<file path="src/rtl/jb_adc_sel_sched_if.sv">
// rtl/jb_adc_sel_sched_if.sv - config, mux-select and sample stream bundle for jb_adc_sel_sched
// master drives config and the mux-output stream; slave is the scheduler.
interface jb_adc_sel_sched_if #(
    parameter int N_ADC    = 8,
    parameter int SEL_BW   = $clog2(N_ADC),
    parameter int DWELL_BW = 16
);
    logic                cfg_en;
    logic [N_ADC-1:0]    cfg_mask;
    logic [DWELL_BW-1:0] cfg_dwell;
    logic                cfg_oneshot;
    logic [SEL_BW-1:0]   adc_sel;
    logic                s_tvalid;
    logic [31:0]         s_tdata;
    logic                m_tvalid;
    logic [31:0]         m_tdata;
    logic [SEL_BW-1:0]   m_tuser;
    logic                m_tlast;
    logic                busy;
    logic                sweep_done;
    logic [15:0]         sweep_cnt;
    logic [15:0]         drop_cnt;

    modport master (
        output cfg_en, cfg_mask, cfg_dwell, cfg_oneshot, s_tvalid, s_tdata,
        input  adc_sel, m_tvalid, m_tdata, m_tuser, m_tlast, busy, sweep_done,
               sweep_cnt, drop_cnt
    );

    modport slave (
        input  cfg_en, cfg_mask, cfg_dwell, cfg_oneshot, s_tvalid, s_tdata,
        output adc_sel, m_tvalid, m_tdata, m_tuser, m_tlast, busy, sweep_done,
               sweep_cnt, drop_cnt
    );
endinterface

</file>
<file path="src/rtl/jb_adc_sel_sched.sv">
// rtl/jb_adc_sel_sched.sv - round-robin ADC mux select scheduler with settle/dwell framing
// Optional sweep/drop statistics counters enabled by JB_ADC_SCHED_STATS_EN.
module jb_adc_sel_sched #(
    parameter int N_ADC      = 8,
    parameter int SEL_BW     = $clog2(N_ADC),
    parameter int DWELL_BW   = 16,
    parameter int SETTLE_CYC = 3
) (
    input  logic               axis_clk,
    input  logic               axis_areset,
    jb_adc_sel_sched_if.slave  bus
);
    typedef enum logic [2:0] {
        ST_IDLE, ST_PICK, ST_SETTLE, ST_CAPTURE, ST_DONE
    } state_t;

    localparam int ST_BW = $clog2(SETTLE_CYC + 2);

    state_t              r_state;
    logic [SEL_BW-1:0]   r_last_ch;
    logic [SEL_BW-1:0]   r_adc_sel;
    logic                r_wrap;
    logic [ST_BW-1:0]    r_settle_cnt;
    logic [DWELL_BW-1:0] r_dwell_cnt;
    logic [DWELL_BW-1:0] r_dwell_tgt;
    logic                r_m_tvalid;
    logic [31:0]         r_m_tdata;
    logic [SEL_BW-1:0]   r_m_tuser;
    logic                r_m_tlast;
    logic                r_sweep_done;

    logic [SEL_BW-1:0]   w_next_ch;
    logic [SEL_BW-1:0]   w_hi_ch;
    logic                w_found;
    logic                w_cap_beat;
    logic                w_dwell_end;
    logic                w_drop_beat;

    // Next channel: first enabled bit strictly after last_ch, wrapping around.
    always_comb begin
        int w_idx;
        w_idx     = 0;
        w_next_ch = r_last_ch;
        w_found   = 1'b0;
        w_hi_ch   = '0;
        for (int i = 0; i < N_ADC; i++) begin
            if (bus.cfg_mask[i]) w_hi_ch = SEL_BW'(i);
        end
        for (int i = 1; i <= N_ADC; i++) begin
            w_idx = (int'(r_last_ch) + i) % N_ADC;
            if (!w_found && bus.cfg_mask[SEL_BW'(w_idx)]) begin
                w_next_ch = SEL_BW'(w_idx);
                w_found   = 1'b1;
            end
        end
    end

    assign w_cap_beat  = (r_state == ST_CAPTURE) && bus.cfg_en && bus.s_tvalid;
    assign w_dwell_end = w_cap_beat && (r_dwell_cnt == r_dwell_tgt - DWELL_BW'(1));
    assign w_drop_beat = (r_state == ST_SETTLE) && bus.cfg_en && bus.s_tvalid;

    always_ff @(posedge axis_clk or posedge axis_areset) begin
        if (axis_areset) begin
            r_state      <= ST_IDLE;
            r_last_ch    <= SEL_BW'(N_ADC - 1);
            r_adc_sel    <= '0;
            r_wrap       <= 1'b0;
            r_settle_cnt <= '0;
            r_dwell_cnt  <= '0;
            r_dwell_tgt  <= DWELL_BW'(1);
            r_m_tvalid   <= 1'b0;
            r_m_tdata    <= '0;
            r_m_tuser    <= '0;
            r_m_tlast    <= 1'b0;
            r_sweep_done <= 1'b0;
        end else begin
            r_m_tvalid   <= 1'b0;
            r_m_tlast    <= 1'b0;
            r_sweep_done <= 1'b0;
            case (r_state)
                ST_IDLE: begin
                    if (bus.cfg_en && (|bus.cfg_mask)) r_state <= ST_PICK;
                end
                ST_PICK: begin
                    // An empty mask here means it was cleared mid-run; park rather than select a dead channel.
                    if (!bus.cfg_en || !w_found) begin
                        r_state <= ST_IDLE;
                    end else begin
                        r_adc_sel    <= w_next_ch;
                        r_last_ch    <= w_next_ch;
                        r_wrap       <= (w_next_ch == w_hi_ch);
                        r_settle_cnt <= '0;
                        r_dwell_cnt  <= '0;
                        r_dwell_tgt  <= (bus.cfg_dwell == '0) ? DWELL_BW'(1) : bus.cfg_dwell;
                        r_state      <= (SETTLE_CYC == 0) ? ST_CAPTURE : ST_SETTLE;
                    end
                end
                ST_SETTLE: begin
                    if (!bus.cfg_en) begin
                        r_state <= ST_IDLE;
                    end else if (w_drop_beat) begin
                        r_settle_cnt <= r_settle_cnt + ST_BW'(1);
                        if (r_settle_cnt == ST_BW'(SETTLE_CYC - 1)) r_state <= ST_CAPTURE;
                    end
                end
                ST_CAPTURE: begin
                    if (!bus.cfg_en) begin
                        r_state <= ST_IDLE;
                    end else if (w_cap_beat) begin
                        r_m_tvalid  <= 1'b1;
                        r_m_tdata   <= bus.s_tdata;
                        r_m_tuser   <= r_adc_sel;
                        r_dwell_cnt <= r_dwell_cnt + DWELL_BW'(1);
                        if (w_dwell_end) begin
                            r_m_tlast <= 1'b1;
                            if (r_wrap) begin
                                r_sweep_done <= 1'b1;
                                r_state      <= bus.cfg_oneshot ? ST_DONE : ST_PICK;
                            end else begin
                                r_state <= ST_PICK;
                            end
                        end
                    end
                end
                ST_DONE: begin
                    if (!bus.cfg_en) r_state <= ST_IDLE;
                end
                default: r_state <= ST_IDLE;
            endcase
        end
    end

    assign bus.adc_sel    = r_adc_sel;
    assign bus.m_tvalid   = r_m_tvalid;
    assign bus.m_tdata    = r_m_tdata;
    assign bus.m_tuser    = r_m_tuser;
    assign bus.m_tlast    = r_m_tlast;
    assign bus.sweep_done = r_sweep_done;
    assign bus.busy       = (r_state == ST_PICK) || (r_state == ST_SETTLE) || (r_state == ST_CAPTURE);

`ifdef JB_ADC_SCHED_STATS_EN
    logic [15:0] r_sweep_cnt;
    logic [15:0] r_drop_cnt;

    always_ff @(posedge axis_clk or posedge axis_areset) begin
        if (axis_areset) begin
            r_sweep_cnt <= '0;
            r_drop_cnt  <= '0;
        end else begin
            if (w_dwell_end && r_wrap) r_sweep_cnt <= r_sweep_cnt + 16'd1;
            if (w_drop_beat && (r_drop_cnt != 16'hFFFF)) r_drop_cnt <= r_drop_cnt + 16'd1;
        end
    end

    assign bus.sweep_cnt = r_sweep_cnt;
    assign bus.drop_cnt  = r_drop_cnt;
`else
    assign bus.sweep_cnt = 16'h0;
    assign bus.drop_cnt  = 16'h0;
`endif
endmodule

</file>
<file path="src/flat_wrapper.sv">
// flat-port wrapper written by rule: the top's interface ports become plain ports
module jb_adc_sel_sched_flat 
#(
    parameter int N_ADC      = 8,
    parameter int SEL_BW     = $clog2(N_ADC),
    parameter int DWELL_BW   = 16,
    parameter int SETTLE_CYC = 3
)
  (axis_clk, axis_areset, bus_cfg_en, bus_cfg_mask, bus_cfg_dwell, bus_cfg_oneshot, bus_s_tvalid, bus_s_tdata, bus_adc_sel, bus_m_tvalid, bus_m_tdata, bus_m_tuser, bus_m_tlast, bus_busy, bus_sweep_done, bus_sweep_cnt, bus_drop_cnt);
  jb_adc_sel_sched_if #(.N_ADC(N_ADC), .SEL_BW(SEL_BW), .DWELL_BW(DWELL_BW)) bus_i ();
  input  logic axis_clk;
  input  logic axis_areset;
  input wire logic [$bits(bus_i.cfg_en)-1:0] bus_cfg_en;
  input wire logic [$bits(bus_i.cfg_mask)-1:0] bus_cfg_mask;
  input wire logic [$bits(bus_i.cfg_dwell)-1:0] bus_cfg_dwell;
  input wire logic [$bits(bus_i.cfg_oneshot)-1:0] bus_cfg_oneshot;
  input wire logic [$bits(bus_i.s_tvalid)-1:0] bus_s_tvalid;
  input wire logic [$bits(bus_i.s_tdata)-1:0] bus_s_tdata;
  output wire logic [$bits(bus_i.adc_sel)-1:0] bus_adc_sel;
  output wire logic [$bits(bus_i.m_tvalid)-1:0] bus_m_tvalid;
  output wire logic [$bits(bus_i.m_tdata)-1:0] bus_m_tdata;
  output wire logic [$bits(bus_i.m_tuser)-1:0] bus_m_tuser;
  output wire logic [$bits(bus_i.m_tlast)-1:0] bus_m_tlast;
  output wire logic [$bits(bus_i.busy)-1:0] bus_busy;
  output wire logic [$bits(bus_i.sweep_done)-1:0] bus_sweep_done;
  output wire logic [$bits(bus_i.sweep_cnt)-1:0] bus_sweep_cnt;
  output wire logic [$bits(bus_i.drop_cnt)-1:0] bus_drop_cnt;
  assign bus_i.cfg_en = bus_cfg_en;
  assign bus_i.cfg_mask = bus_cfg_mask;
  assign bus_i.cfg_dwell = bus_cfg_dwell;
  assign bus_i.cfg_oneshot = bus_cfg_oneshot;
  assign bus_i.s_tvalid = bus_s_tvalid;
  assign bus_i.s_tdata = bus_s_tdata;
  assign bus_adc_sel = bus_i.adc_sel;
  assign bus_m_tvalid = bus_i.m_tvalid;
  assign bus_m_tdata = bus_i.m_tdata;
  assign bus_m_tuser = bus_i.m_tuser;
  assign bus_m_tlast = bus_i.m_tlast;
  assign bus_busy = bus_i.busy;
  assign bus_sweep_done = bus_i.sweep_done;
  assign bus_sweep_cnt = bus_i.sweep_cnt;
  assign bus_drop_cnt = bus_i.drop_cnt;
  jb_adc_sel_sched #(.N_ADC(N_ADC), .SEL_BW(SEL_BW), .DWELL_BW(DWELL_BW), .SETTLE_CYC(SETTLE_CYC)) u_core (.axis_clk(axis_clk), .axis_areset(axis_areset), .bus(bus_i));
endmodule
</file>
<file path="config.mk">
export PLATFORM = sky130hd
export DESIGN_NAME = jb_adc_sel_sched_flat
export DESIGN_NICKNAME = d
export VERILOG_FILES = /design/src/rtl/jb_adc_sel_sched_if.sv /design/src/rtl/jb_adc_sel_sched.sv /design/src/flat_wrapper.sv
export SDC_FILE = /design/constraint.sdc
export NUM_CORES = 1
export LEC_CHECK = 0
export BUFFER_PORTS_ARGS = -buffer_cell sky130_fd_sc_hd__buf_2
export CAP_MARGIN = 25
export CORE_MARGIN = 2
export CORE_UTILIZATION = 58
export CTS_BUF_LIST = sky130_fd_sc_hd__clkbuf_8 sky130_fd_sc_hd__clkbuf_16
export CTS_CLUSTER_DIAMETER = 50
export CTS_CLUSTER_SIZE = 25
export DETAILED_ROUTE_END_ITERATION = 8
export PLACE_DENSITY = 0.86
export SYNTH_ARGS = -nofsm -noshare
export SYNTH_HDL_FRONTEND = slang
export SYNTH_SLANG_ARGS = --single-unit
</file>
<file path="constraint.sdc">
create_clock -name axis_clk -period 7.49 [get_ports axis_clk]
set_input_delay 1.1235 -clock axis_clk [delete_from_list [all_inputs] [get_ports axis_clk]]
set_output_delay 1.1235 -clock axis_clk [all_outputs]
set_load 0.02 [all_outputs]
</file>
==> run_results.csv, run 1 <==
group,metric,value,unit
worst_setup_path,crit_fanout,45,
synthesis,avgSynthCellArea,10.2,um^2
cts,cts_tree,"yes",
synthesis,yosys-top-cells-area,"dfrtp_1, mux2_2, buf_4",
pwr,vdd_drop_max,230,uV
cts,cts_resized,0,
pwr,p_comb_share,53.3,%
pwr,p_leak,0.00277,uW
synthesis,netlist.area_leader.share,37.7,%
pwr,swShare,45.2,%
global_route,grt.total_usage,24.6,%
final_layout,antenna_cells,0,
worst_setup_path,max_stage_delay,840,ps
synthesis,synth.distinct_cells,64,
timing,setup_viol,0,
final_layout,synthToLayoutAreaGrowth,12.5,%
worst_hold_path,min_path_type,"flip-flop to flip-flop",
floorplan,fp.dieArea,9820,um^2
routing,avgRoutedWirePerCell,16.6,um
pwr,seq_power_share,33.3,%
floorplan,core_area,8760,um^2
cts,cts_buffers,9,
placed_design,place_ws,3090,ps
routing,drc,0,
synthesis,synth_cells,514,
routing,drtIter0Drc,196,
synthesis,yosysTopAreaCell,"dfrtp_1",
synthesis,yosys_warnings,0,
synthesis,synth_edf_count,0,
cts,cts_hold_buf,0,
worst_setup_path,cp-end-kind,"flip-flop",
outcome,outcome,"complete, no violations",
worst_setup_path,crit_slowest_cell,"dfstp_2",
cts,post_cts_buffers,0,
cts,insertion_delay,370,ps
timing,max_freq,226,MHz
global_route,first_global_vias,4151,
timing,report.final.hold_viol_count,0,
global_route,grt_antenna_before_repair,0,
final_layout,n_fill_cell,640,
worst_setup_path,critPathRequiredTime,7770,ps
timing,whs,514,ps
synthesis,netlist_area,5250,um^2
timing,finalCritPeriodShare,59.0,%
timing,finClkSkew,11.6,ps
routing,ant_nets,0,
cts,clkTransAtPathRegs,100,ps
timing,maxSlewViolCount,0,
worst_setup_path,path_cells,"inv_1 -> ha_1 -> mux4_2 -> nor2_1 -> mux4_2 -> a311oi_4 -> buf_4 -> o211ai_2 -> or3_1 -> a21oi_1",
final_layout,final_layout_size_suffix_gt1_share,32.7,%
placed_design,port_buffers,102,
floorplan,ioPinCount,135,
cts,cts.sinks,83,
worst_setup_path,critPathBufInv,2,
placed_design,gp_congestion,0.895,
global_route,grt_max_degree,84,
timing,grt_setup_unrepaired,"false",
floorplan,die_h,99.1,um
pwr,internal_power,1310,uW
cts,clk_path_buf_depth,2,
routing,routed_wl,11900,um
cts,cts_root_buf,"clkbuf_8",
timing,relSlewSlack,59.4,%
routing,vias,4236,
placed_design,dp_hpwl,8470,um
worst_setup_path,arrival,4700,ps
floorplan,die_w,99.1,um
pwr,power_density,405,nW/um^2
worst_setup_path,critPathTopFamily,"multiplexers",
flow_run,maxCapViolations,0,
timing,setup_slack,3070,ps
pwr,clkPwrFrac,13.4,%
synthesis,synth_ff_type,"dfrtp_1",
routing,via_per_inst,5.91,
synthesis,ys_seq_elements,83,
worst_setup_path,critical_path_class,"flip-flop to flip-flop",
final_layout,fin_nets,671,
synthesis,async_reset_ff_share,100,%
timing,fin_tns_setup,0,ps
global_route,gr-total-overflow,0,
floorplan,start_util,59.9,%
timing,max_slew.worst_pin.slew,609,ps
cts,htreeDepth,3,
global_route,grt_pass1_wl,19800,um
timing,period_minus_slack,4420,ps
floorplan,rows,34,
pwr,power,2390,uW
worst_setup_path,crit_top_cell,"mux4_2",
worst_setup_path,crit_path_start_kind,"flip-flop",
pwr,p_switching,1080,uW
routing,dr.pass1.iters,5,
synthesis,ys_seq_area_share,39.7,%
power groups by stage:
stage / sequential [uW] / clock [uW] / combinational, uW
global placement: 788 / 0 / 1200
global route: 825 / 344 / 1380
floorplan: 825 / 0 / 935
finish: 796 / 320 / 1270
detailed placement: 801 / 0 / 1250
CTS: 795 / 326 / 1260
flip-flops by register name, indices dropped and copies added, names as in the netlist:
register and count:
u_core.bus.adc_sel 3, u_core.r_state 3, u_core.r_settle_cnt 3, u_core.bus.sweep_done 1
u_core.bus.m_tlast 1, u_core.r_dwell_cnt 16, u_core.bus.m_tvalid 1, u_core.r_dwell_tgt 16
u_core.r_last_ch 3, u_core.bus.m_tdata 32, u_core.r_wrap 1, u_core.bus.m_tuser 3
through the flow:
step / cell area, um^2 / utilization [%] / std cells
floorplan: 5360 / - / 545
global placement: 5670 / 64.7 / 699
detailed placement: 5670 / 64.7 / 699
CTS: 5860 / 66.9 / 715
global route: 5900 / 67.4 / 717
finish: 5900 / 67.4 / 717
kinds of logic (layout without fill, tap and decap cells):
kind of cell,count (synthesis),in the layout,synth area share (%)
compound gates,81,81,10.6
simple gates,146,146,14.0
buf+inv,77,141,8.09
xor+xnor,39,39,6.87
flops,83,83,39.7
mux,81,81,19.3
other cells,1,32,0.0715
fa+ha+maj,6,6,1.43
layout make-up:
| class | instances | area (um^2) | area share [%] |
|---|---|---|---|
| Sequential cell | 83 | 2080 | 35.3 |
| Multi-Input combinational cell | 385 | 2860 | 48.4 |
| Timing Repair Buffer | 106 | 566 | 9.58 |
| Clock inverter | 7 | 67.6 | 1.14 |
| Tap cell | 108 | 135 | 2.29 |
| Clock buffer | 9 | 124 | 2.10 |
| Inverter | 19 | 72.6 | 1.23 |
worst paths after layout:
kind / from / end / slack [ps] / depth (start not counted)
min in group asynchronous: axis_areset / u_core.bus.m_tdata[29] / 860 / 3
worst min-delay path: u_core.bus.m_tdata[8] / u_core.bus.m_tdata[8] / 510 / 1
worst max-delay path: u_core.r_last_ch[0] / u_core.r_dwell_cnt[11] / 3070 / 10
worst min register to register: u_core.bus.m_tdata[8] / u_core.bus.m_tdata[8] / 510 / 1
max in group asynchronous: axis_areset / u_core.r_dwell_tgt[0] / 5960 / 4
worst max register to register: u_core.r_last_ch[0] / u_core.r_dwell_cnt[11] / 3070 / 10
placed cells by master, fill, tap and decap left out, types with 6 or more instances in the layout:
cell type,Yosys,layout
dfrtp_1,79,79
mux4_2,11,11
xor2_1,17,17
nand3_1,12,12
clkbuf_8,0,9
nor2_1,40,40
xnor2_1,21,21
mux2_2,51,51
o21ai_0,24,24
and3_1,6,6
mux2i_1,19,19
nand2_1,32,32
nor4_1,6,6
inv_1,19,18
buf_2,9,102
ha_1,6,6
or3_1,7,7
nand4_1,6,6
nor3_1,11,11
a21oi_1,19,19
conb_1,1,32
metal layers:
layer	wire length (um)	global-route usage, %
met5	0	0
met4	253	8.54
met3	914	7.03
met2	5980	40.2
met1	4780	31.8
cell usage after synthesis, types with 3 or more instances:
cell type	instances
xnor2_1	21
a21oi_1	19
nor2_1	40
dfstp_2	4
or3_1	7
nand2b_1	4
ha_1	6
and2_1	5
nand3_1	12
nand4_1	6
o21ai_0	24
buf_4	33
mux2_2	51
nor3_1	11
buf_1	5
buf_2	9
a31oi_1	3
and3_1	6
mux2i_1	19
xor2_1	17
o221ai_1	3
clkbuf_1	11
a22o_1	3
dfrtp_1	79
mux4_2	11
nor4_1	6
inv_1	19
nor2b_1	3
o22ai_1	4
nand2_1	32
No activity file was read; power rests on OpenSTA's default activity.
==> run 2, diff against run 1 <==
Settings changed: CORE_UTILIZATION 58 to 49, PLACE_DENSITY 0.86 to 0.78.
Clock period 7.49 ns to 3.8 ns, I/O delays scaled along.
==> run 2 against run 1 <==
Critical path depth unchanged. Cell area increased by 0.66%. Clock skew decreased by 4.0 ps. Die area increased by 18%. Sequential power increased by 88%. Wire length decreased by 3.4%. Clock-buffer cell count unchanged. Core utilization decreased by 10 points. Maximum frequency increased by 24%. Critical path type unchanged. Highest routed layer unchanged.
==> run_results.csv, run 2 (synthesized netlist as in run 1, its figures left out) <==
group,metric,value,unit
outcome,outcome,"complete, no violations",
cts,cts_hold_buf,0,
global_route,grt_max_degree,50,
worst_setup_path,crit_slowest_cell,"mux4_2",
final_layout,antenna_cells,0,
worst_setup_path,critPathBufInv,1,
final_layout,largest_reg_flops,32,
flow_run,maxCapViolations,0,
timing,relSlewSlack,44.5,%
final_layout,synthToLayoutAreaGrowth,13.3,%
timing,finClkSkew,7.58,ps
routing,routed_wl,11500,um
final_layout,fin_util,57.3,%
worst_setup_path,max_stage_delay,630,ps
worst_setup_path,arrival,3800,ps
floorplan,ioPinCount,135,
routing,ant_nets,0,
worst_setup_path,cp-end-kind,"flip-flop",
timing,finalCritPeriodShare,93.7,%
worst_setup_path,critical_path_class,"flip-flop to flip-flop",
floorplan,start_util,50.6,%
worst_hold_path,min_path_type,"input pin to async pin",
floorplan,die_w,107,um
worst_setup_path,crit_top_cell,"a211o_1",
pwr,power_density,783,nW/um^2
cts,cts_root_buf,"clkbuf_8",
global_route,grt_antenna_before_repair,0,
final_layout,fin_nets,679,
floorplan,fp.dieArea,11500,um^2
timing,grt_setup_unrepaired,"false",
cts,post_cts_buffers,0,
timing,maxSlewViolCount,0,
timing,max_freq,281,MHz
placed_design,placed_cells_incl_taps,737,
final_layout,mostFrequentLayoutCell,"buf_2",
floorplan,core_area,10400,um^2
timing,max_slew.worst_pin.slew,832,ps
global_route,first_global_vias,3956,
timing,period_minus_slack,3560,ps
routing,vias,4155,
placed_design,dp_hpwl,8650,um
global_route,gr-total-overflow,0,
final_layout,fin_cells,752,
cts,clkTransAtPathRegs,80,ps
cts,cts.sinks,83,
placed_design,gp_congestion,0.925,
floorplan,die_h,107,um
worst_setup_path,crit_path_start_kind,"flip-flop",
cts,cts_resized,0,
final_layout,final_cell_mix,"buf_2, dfrtp_1, mux2_2",
cts,htreeDepth,3,
pwr,p_leak,0.00279,uW
final_layout,final_layout_size_suffix_gt1_share,33.1,%
timing,report.final.hold_viol_count,0,
cts,insertion_delay,350,ps
cts,cts_tree,"yes",
worst_setup_path,crit_fanout,9,
cts,clk_path_buf_depth,2,
timing,setup_viol,0,
routing,dr.pass1.iters,5,
worst_setup_path,critPathTopFamily,"compound AO/OA/AOI/OAI gates",
placed_design,port_buffers,102,
floorplan,rows,37,
routing,via_per_inst,5.53,
worst_setup_path,critPathRequiredTime,4040,ps
pwr,vdd_drop_max,477,uV
global_route,grt_pass1_wl,19200,um
routing,drtIter0Drc,205,
timing,fin_tns_setup,0,ps
worst_setup_path,path_cells,"inv_1 -> ha_1 -> mux4_2 -> mux2i_1 -> nand3_1 -> a211oi_1 -> and4b_1 -> a211o_1 -> a211o_1 -> a32o_1",
global_route,grt.total_usage,20.7,%
cts,cts_buffers,9,
routing,avgRoutedWirePerCell,15.3,um
pwr,power,4660,uW
routing,drc,0,
==> run 2: cell types whose count changed in the layout (fill, tap and decap cells not counted) <==
cell        before  now
clkinv_4         0    1
clkinv_2         1    2
inv_1           18   20
inv_8            3    0
buf_4            2   12
clkinvlp_4       1    2
inv_6            3    0
buf_12           2    0
==> run 2: power by group <==
part	internal [uW]	switching [uW]
Sequential	1200	294
Combinational	1180	1440
Clock	229	307
Total	2610	2040
==> run 2: worst paths after layout <==
path / endpoint / depth (start not counted) / slack, ps / from
setup / recovery: u_core.r_wrap / 10 / 240 / u_core.r_last_ch[0]
hold / removal: u_core.r_dwell_tgt[2] / 2 / 340 / axis_areset
setup reg to reg: u_core.r_wrap / 10 / 240 / u_core.r_last_ch[0]
hold reg to reg: u_core.bus.m_tdata[14] / 1 / 510 / u_core.bus.m_tdata[14]
max in group asynchronous: u_core.bus.m_tdata[28] / 3 / 2510 / axis_areset
min in group axis_clk: u_core.bus.m_tdata[1] / 2 / 440 / bus_s_tdata[1]
==> run 2: worst register-to-register path, delay by kind of cell (launching register included) <==
kind / cells / cell delay (ps)
AOI/OAI and AO/OA: 4 / 950
adders and majority gates: 1 / 550
buffers and inverters: 1 / 90
DFF: 1 / 530
muxes: 2 / 920
and+or+nand+nor: 2 / 410
==> run 2: routing by layer <==
layer / wire length, um / up-vias / track usage (%) / part of all wire, %
li1: - / 1967 / - / -
met1: 4940 / 2019 / 27.6 / 43
met2: 5820 / 159 / 34.5 / 50
met3: 662 / 10 / 4.54 / 5.7
met4: 110 / 0 / 4.95 / 0.95
met5: 0 / - / 0 / 0
==> run 2: area by class of cell <==
type,count,area (um^2)
clock buffer,9,124
clock inverter,6,36.3
fill,917,4430
inverter,19,72.6
multi-input combinational,385,2860
sequential,83,2080
tap,136,170
timing repair buffer,114,601
==> run 2: through the flow <==
stage | hold WS (ps) | setup WS [ps] | area [um^2]
6_report | 341 | 240 | 5940
3_5_place_dp | 490 | 273 | 5780
5_1_grt | 401 | 29.0 | 5940
4_1_cts | 369 | 255 | 5940
2_1_floorplan | 491 | 214 | 5360
3_3_place_gp | 485 | 314 | 5780
==> run 3, diff against run 2 <==
Clock period 3.8 ns to 3.05 ns, I/O delays scaled along.
==> run 3 against run 2 <==
The flow now finishes with violations (negative setup slack). Maximum frequency increased by 13%. Total power rose by 54%. Clock-buffer cell count unchanged. First-iteration DRC count grew 23%. Wire length rose by 13%. Worst hold slack got worse by 240 ps. Clock skew rose by 13 ps. Cell area up 13%. Flip-flop and latch count unchanged. Register-to-register slack worse by 340 ps. Combinational power increased by 76%. Critical path type unchanged.
==> run_results.csv, run 3 (synthesized netlist as in run 1, its figures left out) <==
group,metric,value,unit
outcome,outcome,"finished with violations",
outcome,violations,"negative setup slack",
cts,cts.sinks,83,
routing,highest_layer,"met4",
worst_setup_path,critPathRequiredTime,3350,ps
worst_setup_path,crit_fanout,8,
floorplan,core_area,10400,um^2
routing,ant_nets,0,
worst_setup_path,ff2ff_path_depth,11,
worst_hold_path,min_path_type,"input pin to async pin",
worst_setup_path,crit_end,"u_core.r_dwell_cnt[12]",
final_layout,final_cell_mix,"buf_2, dfrtp_1, buf_4",
flow_run,maxCapViolations,0,
pwr,internal_power,4150,uW
routing,vias,4373,
routing,dr.pass1.iters,6,
worst_setup_path,arrival,3440,ps
timing,maxSlewViolCount,0,
worst_setup_path,critPathTopFamily,"multiplexers",
final_layout,mostFrequentLayoutCell,"buf_2",
global_route,first_global_vias,4197,
worst_setup_path,r2r_start,"u_core.r_last_ch[0]",
worst_setup_path,critPathBufInv,3,
global_route,grt_antenna_before_repair,0,
timing,whs,99.7,ps
pwr,vdd_drop_max,895,uV
routing,routed_wl,13000,um
placed_design,dp_hpwl,9440,um
pwr,p_leak,0.00312,uW
final_layout,synthToLayoutAreaGrowth,28.2,%
timing,max_slew.worst_pin.slew,557,ps
routing,drc,0,
worst_setup_path,crit_slowest_cell,"dfstp_2",
worst_setup_path,startpoint,"u_core.r_last_ch[0]",
worst_setup_path,path_cells,"inv_4 -> ha_4 -> mux4_2 -> buf_6 -> nor2_2 -> mux4_2 -> a311oi_4 -> buf_12 -> o2111ai_4 -> or3_4 -> a21oi_2",
pwr,swShare,42.0,%
global_route,grt_max_degree,45,
timing,relSlewSlack,62.9,%
floorplan,fp.dieArea,11500,um^2
timing,max_freq,318,MHz
final_layout,final_layout_size_suffix_gt1_share,43.3,%
floorplan,die_h,107,um
worst_setup_path,cp-end-kind,"flip-flop",
floorplan,die_w,107,um
timing,finClkSkew,21.0,ps
cts,clk_path_buf_depth,2,
routing,drtIter0Drc,253,
worst_setup_path,crit_cells,11,
pwr,seq_power_share,25.4,%
routing,wl_met3,563,um
floorplan,start_util,50.6,%
timing,period_minus_slack,3150,ps
timing,setup_viol,11,
routing,met2_length,6990,um
floorplan,ioPinCount,135,
routing,wl_met1,5220,um
floorplan,rows,37,
final_layout,fin_util,64.8,%
worst_setup_path,critical_path_class,"flip-flop to flip-flop",
cts,htreeDepth,3,
timing,grt_setup_unrepaired,"true",
final_layout,fin_cells,799,
timing,setup_slack,-98.8,ps
pwr,power,7160,uW
worst_setup_path,regToRegEndpoint,"u_core.r_dwell_cnt[12]",
worst_setup_path,crit_path_start_kind,"flip-flop",
final_layout,largest_reg_flops,32,
cts,clkTransAtPathRegs,100,ps
placed_design,placed_cells_incl_taps,773,
timing,finalCritPeriodShare,103,%
placed_design,port_buffers,102,
global_route,grt_pass1_wl,19800,um
worst_setup_path,crit_top_cell,"mux4_2",
cts,cts_root_buf,"clkbuf_8",
cts,cts_tree,"yes",
routing,avgRoutedWirePerCell,16.3,um
global_route,grt.total_usage,21.5,%
pwr,clkPwrFrac,10.2,%
final_layout,fin_nets,725,
timing,report.final.hold_viol_count,0,
worst_setup_path,r2r_slack,-100,ps
cts,insertion_delay,370,ps
placed_design,gp_congestion,0.876,
pwr,p_switching,3010,uW
worst_setup_path,max_stage_delay,570,ps
pwr,power_density,1060,nW/um^2
final_layout,antenna_cells,0,
global_route,gr-total-overflow,0,
cts,cts_buffers,9,
routing,via_per_inst,5.47,
pwr,p_comb_share,64.4,%
run 3: layout make-up:
| cell class | instances | area [um^2] |
|---|---|---|
| Fill cell | 807 | 3650 |
| Multi-Input combinational cell | 385 | 3140 |
| Sequential cell | 83 | 2080 |
| Timing Repair Buffer | 160 | 1070 |
| Tap cell | 136 | 170 |
| Clock buffer | 9 | 124 |
| Inverter | 19 | 77.6 |
| Clock inverter | 7 | 53.8 |
run 3: worst reg2reg max path, delay by kind of cell, from the launching register on:
kind,cells,cell delay [ps]
AND/OR/NAND/NOR,2,450
buffers and inverters,3,350
multiplexers,2,890
AO/OA/AOI/OAI,3,550
adder cells (fa/ha/maj),1,250
flip-flops,1,570
run 3: per-layer routing:
metal	track usage, %	vias to the layer above
li1	-	2065
met1	26.0	2161
met2	37.7	128
met3	4.06	19
met4	8.42	0
met5	0	-
run 3: through the flow:
stage / worst slack (ps) / cell area, um^2 / TNS [ps]
3_3_place_gp: -47.4 / 6130 / -161
2_1_floorplan: -173 / 5480 / -1950
3_5_place_dp: -129 / 6130 / -2140
4_1_cts: -87.8 / 6470 / -231
6_report: -98.8 / 6720 / -459
5_1_grt: -192 / 6720 / -2520
run 3: power groups by stage:
| stage | combinational, uW | sequential, uW | clock [uW] |
|---|---|---|---|
| final | 4610 | 1820 | 728 |
| after global routing | 4950 | 1870 | 786 |
| after CTS | 4260 | 1810 | 742 |
| after detailed placement | 4010 | 1830 | 0 |
| after global placement | 3870 | 1800 | 0 |
| after floorplan | 2470 | 2030 | 0 |
run 3: worst min-delay path by stage:
stage                              to  slack [ps]  cells after the start
2_1_floorplan   u_core.bus.sweep_done         490                      1
3_3_place_gp   u_core.bus.m_tdata[12]         480                      1
3_5_place_dp   u_core.bus.m_tdata[20]         490                      1
4_1_cts         u_core.bus.m_tdata[8]         100                      2
5_1_grt         u_core.bus.m_tdata[8]         120                      2
6_report        u_core.bus.m_tdata[8]         100                      2
run 3: what timing repair did:
item | CTS | global route
setup endpoints to repair | 30 | 36
cloned | 0 | 3
hold buffers | 0 | 0
gates resized for setup | 25 | 39
pin swaps | 11 | 13
setup buffers | 5 | 3
